===== config.mk =====
export PLATFORM = sky130hd
export DESIGN_NAME = pipeline_hazard_unit
export DESIGN_NICKNAME = d
export VERILOG_FILES = /design/src/rtl/pipeline_hazard_unit.sv
export SDC_FILE = /design/constraint.sdc
export NUM_CORES = 1
export LEC_CHECK = 0
export ABC_CLOCK_PERIOD_IN_PS = 3700
export BUFFER_PORTS_ARGS = -buffer_cell sky130_fd_sc_hd__buf_4
export CAP_MARGIN = 20
export CORE_MARGIN = 5
export CORE_UTILIZATION = 34
export DETAILED_ROUTE_END_ITERATION = 10
export MAX_ROUTING_LAYER = met4
export SLEW_MARGIN = 10
export SYNTH_ARGS = -nofsm -noshare
export SYNTH_HDL_FRONTEND = slang
export SYNTH_SLANG_ARGS = --single-unit

===== constraint.sdc =====
create_clock -name clk -period 3.7 [get_ports clk]
set_input_delay 0.555 -clock clk [delete_from_list [all_inputs] [get_ports clk]]
set_output_delay 0.555 -clock clk [all_outputs]
set_load 0.1 [all_outputs]

===== src/rtl/pipeline_hazard_unit.sv =====
// Hazard unit for the 5-stage pipeline: forwarding into E, load-use stall, PC/branch flushes,
// a data-memory wait FSM with a timeout error, and saturating stall/flush event counters.
module pipeline_hazard_unit #(
    parameter int CNT_W       = 16,
    parameter int MEM_TIMEOUT = 64
) (
    input  logic             clk,
    input  logic             reset,
    input  logic [3:0]       RA1D,
    input  logic [3:0]       RA2D,
    input  logic [3:0]       RA1E,
    input  logic [3:0]       RA2E,
    input  logic [3:0]       WA3E,
    input  logic [3:0]       WA3M,
    input  logic [3:0]       WA3W,
    input  logic             RegWriteM,
    input  logic             RegWriteW,
    input  logic             MemtoRegE,
    input  logic             PCW_DEM,
    input  logic             PCSrcW,
    input  logic             BranchTakenE,
    input  logic             MemAccessM,
    input  logic             MemReadyM,
    output logic [1:0]       ForwardAE,
    output logic [1:0]       ForwardBE,
    output logic             StallF,
    output logic             StallD,
    output logic             StallE,
    output logic             StallM,
    output logic             FlushD,
    output logic             FlushE,
    output logic             FlushW,
    output logic             MemErr,
    output logic [CNT_W-1:0] StallCycles,
    output logic [CNT_W-1:0] FlushEvents
);

    localparam int                WCNT_W   = $clog2(MEM_TIMEOUT + 1);
    localparam logic [WCNT_W-1:0] WCNT_MAX = WCNT_W'(MEM_TIMEOUT);
    localparam logic [CNT_W-1:0]  CNT_MAX  = {CNT_W{1'b1}};

    typedef enum logic {
        ST_IDLE = 1'b0,
        ST_WAIT = 1'b1
    } state_t;

    state_t            state_q, state_d;
    logic [WCNT_W-1:0] wait_cnt_q, wait_cnt_d;
    logic              mem_err_q, mem_err_d;
    logic [CNT_W-1:0]  stall_cnt_q, stall_cnt_d;
    logic [CNT_W-1:0]  flush_cnt_q, flush_cnt_d;

    logic              ldr_stall_s;
    logic              mem_wait_s;
    logic              any_stall_s;
    logic              any_flush_s;

    // Forward source select: the younger producer in M wins over W.
    function automatic logic [1:0] fwd_sel(
        input logic       we_m,
        input logic [3:0] wa_m,
        input logic       we_w,
        input logic [3:0] wa_w,
        input logic [3:0] ra
    );
        logic [1:0] sel;
        if (we_m && (wa_m == ra)) begin
            sel = 2'b10;
        end else if (we_w && (wa_w == ra)) begin
            sel = 2'b01;
        end else begin
            sel = 2'b00;
        end
        return sel;
    endfunction

    // Forwarding muxes for both E-stage operands.
    always_comb begin
        if (reset) begin
            ForwardAE = 2'b00;
            ForwardBE = 2'b00;
        end else begin
            ForwardAE = fwd_sel(RegWriteM, WA3M, RegWriteW, WA3W, RA1E);
            ForwardBE = fwd_sel(RegWriteM, WA3M, RegWriteW, WA3W, RA2E);
        end
    end

    // Stall/flush generation; the memory wait is Mealy so the entry cycle already freezes F..M.
    always_comb begin
        ldr_stall_s = MemtoRegE && ((WA3E == RA1D) || (WA3E == RA2D));
        if (state_q == ST_WAIT) begin
            mem_wait_s = !MemReadyM;
        end else begin
            mem_wait_s = MemAccessM && !MemReadyM;
        end

        if (reset) begin
            StallF = 1'b0;
            StallD = 1'b0;
            StallE = 1'b0;
            StallM = 1'b0;
            FlushD = 1'b1;
            FlushE = 1'b1;
            FlushW = 1'b1;
        end else if (mem_wait_s) begin
            // D/E flushes are deferred; held registers re-raise them once memory releases.
            StallF = 1'b1;
            StallD = 1'b1;
            StallE = 1'b1;
            StallM = 1'b1;
            FlushD = 1'b0;
            FlushE = 1'b0;
            FlushW = 1'b1;
        end else begin
            StallF = ldr_stall_s || PCW_DEM;
            StallD = ldr_stall_s;
            StallE = 1'b0;
            StallM = 1'b0;
            FlushD = PCW_DEM || PCSrcW || BranchTakenE;
            FlushE = ldr_stall_s || BranchTakenE;
            FlushW = 1'b0;
        end

        any_stall_s = StallF || StallD || StallE || StallM;
        any_flush_s = FlushD || FlushE;
    end

    // Next-state for the wait FSM, timeout counter and sticky error.
    always_comb begin
        if (mem_wait_s) begin
            state_d = ST_WAIT;
            if (wait_cnt_q == WCNT_MAX) begin
                wait_cnt_d = wait_cnt_q;
            end else begin
                wait_cnt_d = wait_cnt_q + WCNT_W'(1);
            end
        end else begin
            state_d    = ST_IDLE;
            wait_cnt_d = '0;
        end

        if (mem_wait_s && (wait_cnt_d == WCNT_MAX)) begin
            mem_err_d = 1'b1;
        end else begin
            mem_err_d = mem_err_q;
        end
    end

    // Saturating performance counters.
    always_comb begin
        if (any_stall_s && (stall_cnt_q != CNT_MAX)) begin
            stall_cnt_d = stall_cnt_q + CNT_W'(1);
        end else begin
            stall_cnt_d = stall_cnt_q;
        end

        if (any_flush_s && (flush_cnt_q != CNT_MAX)) begin
            flush_cnt_d = flush_cnt_q + CNT_W'(1);
        end else begin
            flush_cnt_d = flush_cnt_q;
        end
    end

    // State registers with synchronous reset.
    always_ff @(posedge clk) begin
        if (reset) begin
            state_q     <= ST_IDLE;
            wait_cnt_q  <= '0;
            mem_err_q   <= 1'b0;
            stall_cnt_q <= '0;
            flush_cnt_q <= '0;
        end else begin
            state_q     <= state_d;
            wait_cnt_q  <= wait_cnt_d;
            mem_err_q   <= mem_err_d;
            stall_cnt_q <= stall_cnt_d;
            flush_cnt_q <= flush_cnt_d;
        end
    end

    assign MemErr      = mem_err_q;
    assign StallCycles = stall_cnt_q;
    assign FlushEvents = flush_cnt_q;

endmodule

==> flow_summary.rst, run 1 <==
.. list-table::
   :header-rows: 1

   * - Metric
     - Value
   * - Result of the run
     - finished, final reports clean
   * - Yosys warning count
     - 0
   * - Post-detailed-route wirelength per cell
     - 13.7 um
   * - IO Count
     - 82
   * - Post-CTS clock slew at the launch and capture registers of the worst setup and hold paths
     - 70 ps
   * - Number of buffers added on ports
     - 81
   * - Nets
     - 404
   * - Flip-flop cell with the highest count after synthesis
     - sky130_fd_sc_hd__dfxtp_1
   * - Unrepaired setup endpoints after global routing
     - no
   * - Count of unique library cells instantiated by Yosys
     - 47
   * - Antenna violations before repair
     - 0
   * - Min-Delay Path Class
     - flip-flop to flip-flop
   * - Global-route wire length before repair
     - 10500 um
   * - Starting Density
     - 0.351
   * - Setup Buffers After CTS
     - 0
   * - NetSw
     - 0.340 mW
   * - CP max stage delay
     - 740 ps
   * - Final setup violation count
     - 0
   * - Count of routing violations after the opening detailed-route iteration
     - 92
   * - Resized cells post-CTS
     - 0
   * - Largest voltage drop on the vdd net
     - 0.140 mV
   * - Sequential element share of the synthesized area
     - 0.345
   * - Via count of the first global-routing pass
     - 2291
   * - Time the worst path needs with I/O delays and setup
     - 2550 ps
   * - Util after Layout
     - 0.464
   * - Dominant cell by count in the synthesized netlist
     - sky130_fd_sc_hd__dfxtp_1
   * - Final wirelength
     - 6310 um
   * - Max-Cap Viols
     - 0
   * - Routed via count divided by cell count
     - 5.09
   * - Top cells by instance count after synthesis
     - sky130_fd_sc_hd__dfxtp_1 (41), sky130_fd_sc_hd__nor2_1 (31), sky130_fd_sc_hd__xor2_1 (27)
   * - Horizontal die dimension
     - 93.7 um
   * - Reg2Reg Launch Point
     - StallCycles[0]$_SDFFE_PP0P_
   * - Slowest stage cell, crit path
     - sky130_fd_sc_hd__or4_1
   * - Launching instance or port of the critical path
     - reset
   * - Internal power of the cells
     - 0.656 mW
   * - Most used cell, CP
     - sky130_fd_sc_hd__buf_4
   * - Total congestion overflow
     - 0
   * - Cell-by-cell listing of the critical path
     - buf_4 > or4_1 > nor2b_1 > buf_4
   * - Die area
     - 8780 um2
   * - Reg power frac
     - 0.466
   * - Layout fillers
     - 696
   * - Nature of the critical path startpoint
     - input port
   * - Post-detailed-route DRC marker count
     - 0
   * - Power per standard cell area
     - 316 nW/um2
   * - GRT Resource Usage Total
     - 0.153
   * - Worst path required time
     - 3140 ps
   * - Setup slack on the worst flop-to-flop path
     - 1560 ps
   * - Standard cell area after detailed placement
     - 3060 um2
   * - Setup TNS after final layout
     - 0 ps
   * - Cell accounting for the most synthesized area
     - sky130_fd_sc_hd__dfxtp_1
   * - Max Fclk
     - 0.393 GHz
   * - Critical Path Sink Type
     - primary output
   * - Transition at the pin with the smallest max-transition slack
     - 700 ps
   * - LEAKAGE
     - 1.24 nW
   * - TritonCTS clock tree
     - built
   * - Clock skew
     - 6.96 ps
   * - Proportion of netlist area held by the largest area contributor
     - 0.345
   * - Number of synthesized register bits
     - 41
   * - Final count of hold timing violations
     - 0
   * - Final max-slew violation count
     - 0
   * - Data arrival at the endpoint of the critical path
     - 1990 ps
   * - Capture point of the worst reg-to-reg path
     - StallCycles[11]$_SDFFE_PP0P_
   * - Fraction of final layout cells sized beyond drive strength 1
     - 0.273
   * - FFs w/ async S/R, synth
     - 0
   * - Final Instance Area
     - 3150 um2
   * - Destination of the critical timing path
     - FlushD
   * - Worst setup path category
     - input port to primary output
   * - Core Area
     - 6790 um2
   * - Post-Syn Area
     - 2380 um2
   * - Largest cells by area after synthesis
     - sky130_fd_sc_hd__dfxtp_1 (34%), sky130_fd_sc_hd__xor2_1 (9.9%), sky130_fd_sc_hd__xnor2_1 (5.1%)
   * - Hold-fix buffer count after cts
     - 0
   * - Latest clock arrival within the worst-skew pair
     - 300 ps
   * - Net Count, Synth
     - 326
   * - Post-synthesis to final-layout area growth
     - 32.2%
   * - Number of placement rows
     - 30
   * - Avg Synthesized Cell Area
     - 8.39 um2
   * - Total number of vias
     - 2337
   * - Final Wtd Congestion
     - 0.800
   * - Library cell used as clock root buffer
     - sky130_fd_sc_hd__clkbuf_8
   * - Synthesized netlist cell count
     - 284
   * - Post-synth EDFFs
     - 0
   * - Router iterations before antenna repair
     - 4
   * - Largest fanout of any net on the critical path
     - 32
   * - Clk sink count
     - 41
   * - Combinational fraction of design power
     - 0.242
   * - Height of the die
     - 93.7 um
   * - Proportion of power drawn by the clock network
     - 0.292
   * - Maximum buffer depth of the clock tree
     - 2
   * - Net Sw Frac
     - 0.341
   * - Half-perimeter wire length of the detailed placement result
     - 4870 um
   * - Antenna-violating nets left
     - 0
   * - Number of diodes added for antenna fixing
     - 0
   * - Normalized max-slew margin
     - 0.533
   * - Largest net degree at the start of global routing
     - 33
   * - Inserted Clock Buffers
     - 5
   * - Reg2Reg Depth
     - 6
   * - Htree depth
     - 2
   * - Fin crit share
     - 0.688
-- worst min-delay path by stage --
stage,cells past startpoint,start,endpoint,slack (ps)
floorplan,2,wait_cnt_q[4]$_SDFF_PP0_,wait_cnt_q[4]$_SDFF_PP0_,510
global route,2,StallCycles[4]$_SDFFE_PP0P_,StallCycles[4]$_SDFFE_PP0P_,530
detailed placement,1,MemErr$_SDFFE_PP0P_,MemErr$_SDFFE_PP0P_,480
finish,1,StallCycles[8]$_SDFFE_PP0P_,StallCycles[8]$_SDFFE_PP0P_,500
CTS,1,StallCycles[8]$_SDFFE_PP0P_,StallCycles[8]$_SDFFE_PP0P_,500
global placement,1,MemErr$_SDFFE_PP0P_,MemErr$_SDFFE_PP0P_,470
-- stage by stage --
stage	hold WS (ps)	power, mW	worst slack, ps	cells
2_1_floorplan	508	0.640	331	284
3_3_place_gp	472	0.714	1080	451
3_5_place_dp	480	0.717	995	451
4_1_cts	504	1.01	1150	459
5_1_grt	532	1.04	1060	459
6_report	500	0.996	1150	459
-- cells in the final DEF, fill, tap and decap left out, types with 7 or more instances in the layout --
cell	instances
sky130_fd_sc_hd__nand3_1	16
sky130_fd_sc_hd__dfxtp_1	41
sky130_fd_sc_hd__a21oi_1	14
sky130_fd_sc_hd__o21ai_0	10
sky130_fd_sc_hd__nand2_1	15
sky130_fd_sc_hd__nand4_1	9
sky130_fd_sc_hd__or3_1	10
sky130_fd_sc_hd__xnor2_1	14
sky130_fd_sc_hd__xor2_1	27
sky130_fd_sc_hd__nor2_1	31
sky130_fd_sc_hd__nor3_1	7
sky130_fd_sc_hd__buf_4	82
-- worst max-delay path, delay by kind of cell --
family	cells	cell delay, ps
buffers and inverters	2	450
AND/OR/NAND/NOR	2	960
-- power by group through the flow --
stage | combinational [mW] | clock, mW | sequential, mW
after floorplan | 0.115 | 0 | 0.525
after global placement | 0.240 | 0 | 0.474
after detailed placement | 0.242 | 0 | 0.474
after CTS | 0.243 | 0.299 | 0.464
after global routing | 0.258 | 0.317 | 0.466
final | 0.242 | 0.291 | 0.464
-- final cells by class --
class | count | area [um2] | area share
Clock inverter | 2 | 10.0 | 0.00318
Multi-Input combinational cell | 224 | 1480 | 0.470
Timing Repair Buffer | 82 | 616 | 0.195
Sequential cell | 41 | 821 | 0.261
Tap cell | 96 | 120 | 0.0381
Inverter | 8 | 30.0 | 0.00953
Clock buffer | 6 | 72.6 | 0.0230
-- kinds of logic (layout without fill, tap and decap cells) --
logic type	count (synthesis)	after routing	share of synthesized area
muxes	3	3	0.0126
xor gates and xnor gates	41	41	0.151
DFF	41	41	0.345
adders and majority gates	4	4	0.0210
AOI/OAI and AO/OA	60	60	0.182
and+or+nand+nor	116	116	0.254
buffers and inverters	19	98	0.0352
-- routing by layer --
| metal | wire, um | vias up | GRT usage |
|---|---|---|---|
| li1 | - | 1188 | - |
| met1 | 2850 | 1073 | 0.179 |
| met2 | 2910 | 70 | 0.241 |
| met3 | 453 | 6 | 0.0481 |
| met4 | 96 | 0 | 0.0638 |
| met5 | 0 | - | - |
-- flip-flops by register name (all words and copies together) (netlist names) --
name	cells
FlushEvents	16
StallCycles	16
wait_cnt_q	7
MemErr	1
state_q	1
Power figures use the tool's default switching activity.
==> run 2, diff against run 1 <==
ABC_CLOCK_PERIOD_IN_PS = 2300   (was 3700)
clock period = 2.3 ns   (was 3.7 ns; I/O delays follow)
==> flow_summary.rst, run 2 (synthesis results as in run 1) <==
.. list-table::
   :header-rows: 1

   * - Metric
     - Value
   * - Transition at the pin with the smallest max-transition slack
     - 436 ps (was 700 ps)
   * - Fin crit share
     - 0.887
   * - Final Wtd Congestion
     - 0.824 (was 0.800)
   * - IO Count
     - 82 (unchanged)
   * - Clk sink count
     - 41 (unchanged)
   * - Resized cells post-CTS
     - 0 (unchanged)
   * - Largest voltage drop on the vdd net
     - 0.210 mV (was 0.140 mV)
   * - Number of buffers added on ports
     - 81 (unchanged)
   * - Worst path required time
     - 2490 ps (was 3140 ps)
   * - Router iterations before antenna repair
     - 4 (unchanged)
   * - Final wirelength
     - 6230 um (was 6310 um)
   * - Unrepaired setup endpoints after global routing
     - no (unchanged)
   * - TritonCTS clock tree
     - built (unchanged)
   * - Total congestion overflow
     - 0 (unchanged)
   * - Dpl ws
     - 227 ps (was 995 ps)
   * - Most common cell after layout, fill and taps aside
     - sky130_fd_sc_hd__buf_4 (unchanged)
   * - Commonest cells after routing, fill and taps aside
     - sky130_fd_sc_hd__buf_4 (88), sky130_fd_sc_hd__nor2_1 (29), sky130_fd_sc_hd__xor2_1 (27) (was sky130_fd_sc_hd__buf_4 (82), sky130_fd_sc_hd__dfxtp_1 (41), sky130_fd_sc_hd__nor2_1 (31))
   * - Number of diodes added for antenna fixing
     - 0 (unchanged)
   * - Post-synthesis to final-layout area growth
     - 36.0% (was 32.2%)
   * - Final Hold Slack
     - 274 ps (was 500 ps)
   * - Critical Path Sink Type
     - flip-flop (was primary output)
   * - Setup slack on the worst flop-to-flop path
     - 260 ps (was 1560 ps)
   * - Number of placement rows
     - 30 (unchanged)
   * - Setup Buffers After CTS
     - 0 (unchanged)
   * - Cell-by-cell listing of the critical path
     - ha_1 > and3_1 > a31oi_2 > o21ai_1 > buf_4 > o31a_1 > o21a_1 (was buf_4 > or4_1 > nor2b_1 > buf_4)
   * - Antenna violations before repair
     - 0 (unchanged)
   * - Final max-slew violation count
     - 0 (unchanged)
   * - Horizontal die dimension
     - 93.7 um (unchanged)
   * - Count of routing violations after the opening detailed-route iteration
     - 80 (was 92)
   * - Time the worst path needs with I/O delays and setup
     - 2040 ps
   * - Data arrival at the endpoint of the critical path
     - 2230 ps (was 1990 ps)
   * - Power per standard cell area
     - 501 nW/um2 (was 316 nW/um2)
   * - Via count of the first global-routing pass
     - 2221 (was 2291)
   * - GRT Resource Usage Total
     - 0.150 (was 0.153)
   * - Routed via count divided by cell count
     - 4.94 (was 5.09)
   * - Post-detailed-route DRC marker count
     - 0 (unchanged)
   * - Nets
     - 410 (was 404)
   * - CP max stage delay
     - 360 ps (was 740 ps)
   * - Max Fclk
     - 0.490 GHz
   * - Inserted Clock Buffers
     - 5 (unchanged)
   * - Global-route wire length before repair
     - 10300 um (was 10500 um)
   * - Worst setup path category
     - flip-flop to flip-flop (was input port to primary output)
   * - Normalized max-slew margin
     - 0.707 (was 0.533)
   * - Largest fanout of any net on the critical path
     - 11 (was 32)
   * - Slowest stage cell, crit path
     - sky130_fd_sc_hd__dfxtp_2 (was sky130_fd_sc_hd__or4_1)
   * - Fraction of final layout cells sized beyond drive strength 1
     - 0.361 (was 0.273)
   * - Latest clock arrival within the worst-skew pair
     - 290 ps (was 300 ps)
   * - Result of the run
     - finished, final reports clean (unchanged)
   * - Final setup violation count
     - 0 (unchanged)
   * - Hold-fix buffer count after cts
     - 0 (unchanged)
   * - Post-detailed-route wirelength per cell
     - 13.4 um (was 13.7 um)
   * - Height of the die
     - 93.7 um (unchanged)
   * - Nature of the critical path startpoint
     - flip-flop (was input port)
   * - Post-CTS clock slew at the launch and capture registers of the worst setup and hold paths
     - 80 ps (was 70 ps)
   * - Die area
     - 8780 um2 (unchanged)
   * - Antenna-violating nets left
     - 0 (unchanged)
   * - Min-Delay Path Class
     - input port to flip-flop (was flip-flop to flip-flop)
   * - Total number of vias
     - 2293 (was 2337)
   * - Htree depth
     - 2 (unchanged)
   * - LEAKAGE
     - 1.28 nW (was 1.24 nW)
   * - Largest net degree at the start of global routing
     - 29 (was 33)
   * - Total power of the final layout
     - 1.62 mW (was 0.996 mW)
   * - Maximum buffer depth of the clock tree
     - 2 (unchanged)
   * - Core Area
     - 6790 um2 (unchanged)
   * - Clock skew
     - 4.91 ps (was 6.96 ps)
   * - Final count of hold timing violations
     - 0 (unchanged)
   * - Starting Density
     - 0.351 (unchanged)
   * - Setup slack after layout
     - 261 ps (was 1150 ps)
   * - Max-Cap Viols
     - 0 (unchanged)
   * - Half-perimeter wire length of the detailed placement result
     - 4870 um (about the same)
   * - Library cell used as clock root buffer
     - sky130_fd_sc_hd__clkbuf_8 (unchanged)
==> run 2: changes by cell type in the layout (fill, tap and decap cells not counted), sizes merged <==
cell    change
buf         +6
clkinv      -2
clkbuf      +1
==> run 2: worst max-delay path: cells and delay by family, from the launching register on <==
kind / cells / cell delay [ps]
AOI/OAI and AO/OA: 4 / 890
DFF: 1 / 360
adders and majority gates: 1 / 250
and+or+nand+nor: 1 / 230
buffers and inverters: 1 / 210
==> run 2: area by class of cell <==
cell class | instances | area [um2]
multi-input combinational | 224 | 1490
tap | 96 | 120
inverter | 8 | 30.0
fill | 660 | 3550
timing repair buffer | 88 | 661
clock buffer | 7 | 86.3
sequential | 41 | 850
==> run 2: worst paths after layout <==
check / start / endpoint / cells after the start
max reg2reg: StallCycles[0]$_SDFFE_PP0P_ / StallCycles[9]$_SDFFE_PP0P_ / 7
min reg2reg: StallCycles[4]$_SDFFE_PP0P_ / StallCycles[4]$_SDFFE_PP0P_ / 1
min: reset / wait_cnt_q[0]$_SDFF_PP0_ / 2
max: StallCycles[0]$_SDFFE_PP0P_ / StallCycles[9]$_SDFFE_PP0P_ / 7
==> run 2: power breakdown <==
group / total, mW / switching [mW] / internal [mW]
Sequential: 0.748 / 0.0223 / 0.726
Clock: 0.475 / 0.237 / 0.238
Combinational: 0.399 / 0.269 / 0.130
==> run 2: per-stage QoR <==
stage / util / std cells / setup TNS, ps / cell area (um2)
3_5_place_dp: 0.464 / 457 / 0 / 3150
6_report: 0.477 / 464 / 0 / 3240
5_1_grt: 0.477 / 464 / 0 / 3240
3_3_place_gp: 0.464 / 457 / 0 / 3150
2_1_floorplan: - / 284 / -191 / 2430
4_1_cts: 0.477 / 464 / 0 / 3240
==> run 2: layer usage <==
metal,wire [um],track usage
met5,0,-
met4,57,0.0409
met3,441,0.0409
met2,2930,0.244
met1,2810,0.183
==> run 3, diff against run 2 <==
RECOVER_POWER = 100   (was default)
==> flow_summary.rst, run 3 (synthesis results as in run 1) <==
.. list-table::
   :header-rows: 1

   * - Metric
     - Value
   * - Post-synthesis to final-layout area growth
     - 29.6% (was 36.0%)
   * - Result of the run
     - finished, final reports clean (unchanged)
   * - Routed via count divided by cell count
     - 4.93 (was 4.94)
   * - Library cell used as clock root buffer
     - sky130_fd_sc_hd__clkbuf_8 (unchanged)
   * - Reg2Reg Depth
     - 6 (was 7)
   * - Nets
     - 410 (unchanged)
   * - Time the worst path needs with I/O delays and setup
     - 2100 ps (was 2040 ps)
   * - Hold-fix buffer count after cts
     - 0 (unchanged)
   * - Number of placement rows
     - 30 (unchanged)
   * - Resized cells post-CTS
     - 0 (unchanged)
   * - Post-CTS clock slew at the launch and capture registers of the worst setup and hold paths
     - 80 ps (about the same)
   * - Setup slack on the worst flop-to-flop path
     - 250 ps (was 260 ps)
   * - Max Fclk
     - 0.477 GHz (was 0.490 GHz)
   * - Total congestion overflow
     - 0 (unchanged)
   * - Half-perimeter wire length of the detailed placement result
     - 4870 um (unchanged)
   * - Dpl ws
     - 227 ps (unchanged)
   * - Max-Cap Viols
     - 0 (unchanged)
   * - Worst setup path category
     - input port to primary output (was flip-flop to flip-flop)
   * - GRT Resource Usage Total
     - 0.150 (unchanged)
   * - Launching instance or port of the critical path
     - WA3E[3] (was StallCycles[0]$_SDFFE_PP0P_)
   * - Most common cell after layout, fill and taps aside
     - sky130_fd_sc_hd__buf_4 (unchanged)
   * - Largest voltage drop on the vdd net
     - 0.207 mV (was 0.210 mV)
   * - Power per standard cell area
     - 520 nW/um2 (was 501 nW/um2)
   * - Htree depth
     - 2 (unchanged)
   * - Min-Delay Path Class
     - input port to flip-flop (unchanged)
   * - Antenna violations before repair
     - 0 (unchanged)
   * - Total number of vias
     - 2289 (was 2293)
   * - Via count of the first global-routing pass
     - 2221 (unchanged)
   * - Fin crit share
     - 0.912 (was 0.887)
   * - Capture point of the worst reg-to-reg path
     - FlushEvents[5]$_SDFFE_PP0P_ (was StallCycles[9]$_SDFFE_PP0P_)
   * - Reg2Reg Launch Point
     - FlushEvents[0]$_SDFFE_PP0P_ (was StallCycles[0]$_SDFFE_PP0P_)
   * - Data arrival at the endpoint of the critical path
     - 1750 ps (was 2230 ps)
   * - LEAKAGE
     - 1.13 nW (was 1.28 nW)
   * - Setup slack after layout
     - 201 ps (was 261 ps)
   * - Final setup violation count
     - 0 (unchanged)
   * - TritonCTS clock tree
     - built (unchanged)
   * - Normalized max-slew margin
     - 0.209 (was 0.707)
   * - Largest fanout of any net on the critical path
     - 15 (was 11)
   * - Fraction of final layout cells sized beyond drive strength 1
     - 0.264 (was 0.361)
   * - Router iterations before antenna repair
     - 4 (unchanged)
   * - Starting Density
     - 0.351 (unchanged)
   * - Inserted Clock Buffers
     - 5 (unchanged)
   * - Count of routing violations after the opening detailed-route iteration
     - 74 (was 80)
   * - Nature of the critical path startpoint
     - input port (was flip-flop)
   * - Clock skew
     - 5.05 ps (was 4.91 ps)
   * - Final count of hold timing violations
     - 0 (unchanged)
   * - Number of buffers added on ports
     - 81 (unchanged)
   * - Worst path required time
     - 1960 ps (was 2490 ps)
   * - Final Wtd Congestion
     - 0.824 (unchanged)
   * - Global-route wire length before repair
     - 10300 um (unchanged)
   * - Commonest cells after routing, fill and taps aside
     - sky130_fd_sc_hd__buf_4 (44), sky130_fd_sc_hd__clkbuf_1 (33), sky130_fd_sc_hd__nor2_1 (29) (was sky130_fd_sc_hd__buf_4 (88), sky130_fd_sc_hd__nor2_1 (29), sky130_fd_sc_hd__xor2_1 (27))
   * - Maximum buffer depth of the clock tree
     - 2 (unchanged)
   * - Final wirelength
     - 6260 um (was 6230 um)
   * - Height of the die
     - 93.7 um (unchanged)
   * - Final max-slew violation count
     - 0 (unchanged)
   * - Destination of the critical timing path
     - StallD (was StallCycles[9]$_SDFFE_PP0P_)
   * - Post-detailed-route wirelength per cell
     - 13.5 um (was 13.4 um)
   * - Transition at the pin with the smallest max-transition slack
     - 1190 ps (was 436 ps)
   * - Clk sink count
     - 41 (unchanged)
   * - Largest net degree at the start of global routing
     - 29 (unchanged)
   * - Die area
     - 8780 um2 (unchanged)
   * - Number of diodes added for antenna fixing
     - 0 (unchanged)
   * - Horizontal die dimension
     - 93.7 um (unchanged)
   * - Critical Path Sink Type
     - primary output (was flip-flop)
   * - Setup Buffers After CTS
     - 0 (unchanged)
   * - Latest clock arrival within the worst-skew pair
     - 290 ps (about the same)
   * - Core Area
     - 6790 um2 (unchanged)
   * - Post-detailed-route DRC marker count
     - 0 (unchanged)
   * - Total power of the final layout
     - 1.61 mW (was 1.62 mW)
   * - Antenna-violating nets left
     - 0 (unchanged)
   * - IO Count
     - 82 (unchanged)
   * - Unrepaired setup endpoints after global routing
     - no (unchanged)
[run 3: changes by cell type in the layout (fill, tap and decap cells not counted), moves of 2 or more]
cell                       before  now
sky130_fd_sc_hd__dfxtp_1       18   20
sky130_fd_sc_hd__clkbuf_4       0    2
sky130_fd_sc_hd__clkbuf_1       1   33
sky130_fd_sc_hd__dfxtp_2       23   21
sky130_fd_sc_hd__clkbuf_2       0    9
sky130_fd_sc_hd__buf_4         88   44
[run 3: per-stage QoR]
| step | instances | TNS, ps | hold slack, ps | cell area [um2] | utilization |
|---|---|---|---|---|---|
| 2_1_floorplan | 284 | -191 | 508 | 2430 | - |
| 3_3_place_gp | 457 | 0 | 444 | 3150 | 0.464 |
| 3_5_place_dp | 457 | 0 | 450 | 3150 | 0.464 |
| 4_1_cts | 464 | 0 | 270 | 3240 | 0.477 |
| 5_1_grt | 464 | 0 | 274 | 3090 | 0.454 |
| 6_report | 464 | 0 | 274 | 3090 | 0.454 |
[run 3: area by class of cell]
type                            instances  area (um2)
Tap cell                               96         120
Multi-Input combinational cell        224        1490
Clock buffer                            7        86.3
Sequential cell                        41         847
Timing Repair Buffer                   88         515
Inverter                                8        30.0
Fill cell                             701        3710
[run 3: routing by layer]
layer  wire length [um]  vias to the layer above  GRT usage
li1                   -                     1196          -
met1               2860                     1028      0.183
met2               2920                       61      0.244
met3                416                        4     0.0409
met4                 57                        0     0.0409
met5                  0                        -          -
[run 3: how the worst min path moves through the flow]
stage                                           start                     endpoint  slack [ps]  cells past startpoint
after floorplan              wait_cnt_q[4]$_SDFF_PP0_     wait_cnt_q[4]$_SDFF_PP0_         510                      2
after global placement    StallCycles[4]$_SDFFE_PP0P_  StallCycles[4]$_SDFFE_PP0P_         440                      1
after detailed placement  StallCycles[8]$_SDFFE_PP0P_  StallCycles[8]$_SDFFE_PP0P_         450                      1
after CTS                                       reset     wait_cnt_q[0]$_SDFF_PP0_         270                      2
after global routing                            reset     wait_cnt_q[0]$_SDFF_PP0_         270                      2
final                                           reset     wait_cnt_q[0]$_SDFF_PP0_         270                      2
[run 3: worst max-delay path: stages]
cell and delay, ps:
sky130_fd_sc_hd__buf_4 120, sky130_fd_sc_hd__xnor2_1 160, sky130_fd_sc_hd__nand4_1 120, sky130_fd_sc_hd__a21boi_2 190, sky130_fd_sc_hd__buf_4 230, sky130_fd_sc_hd__a21o_2 150
sky130_fd_sc_hd__buf_2 420
[run 3: report_power, final]
group	switching [mW]	internal (mW)	total, mW
sequential	0.0223	0.725	0.748
clock	0.236	0.238	0.475
combinational	0.269	0.115	0.384
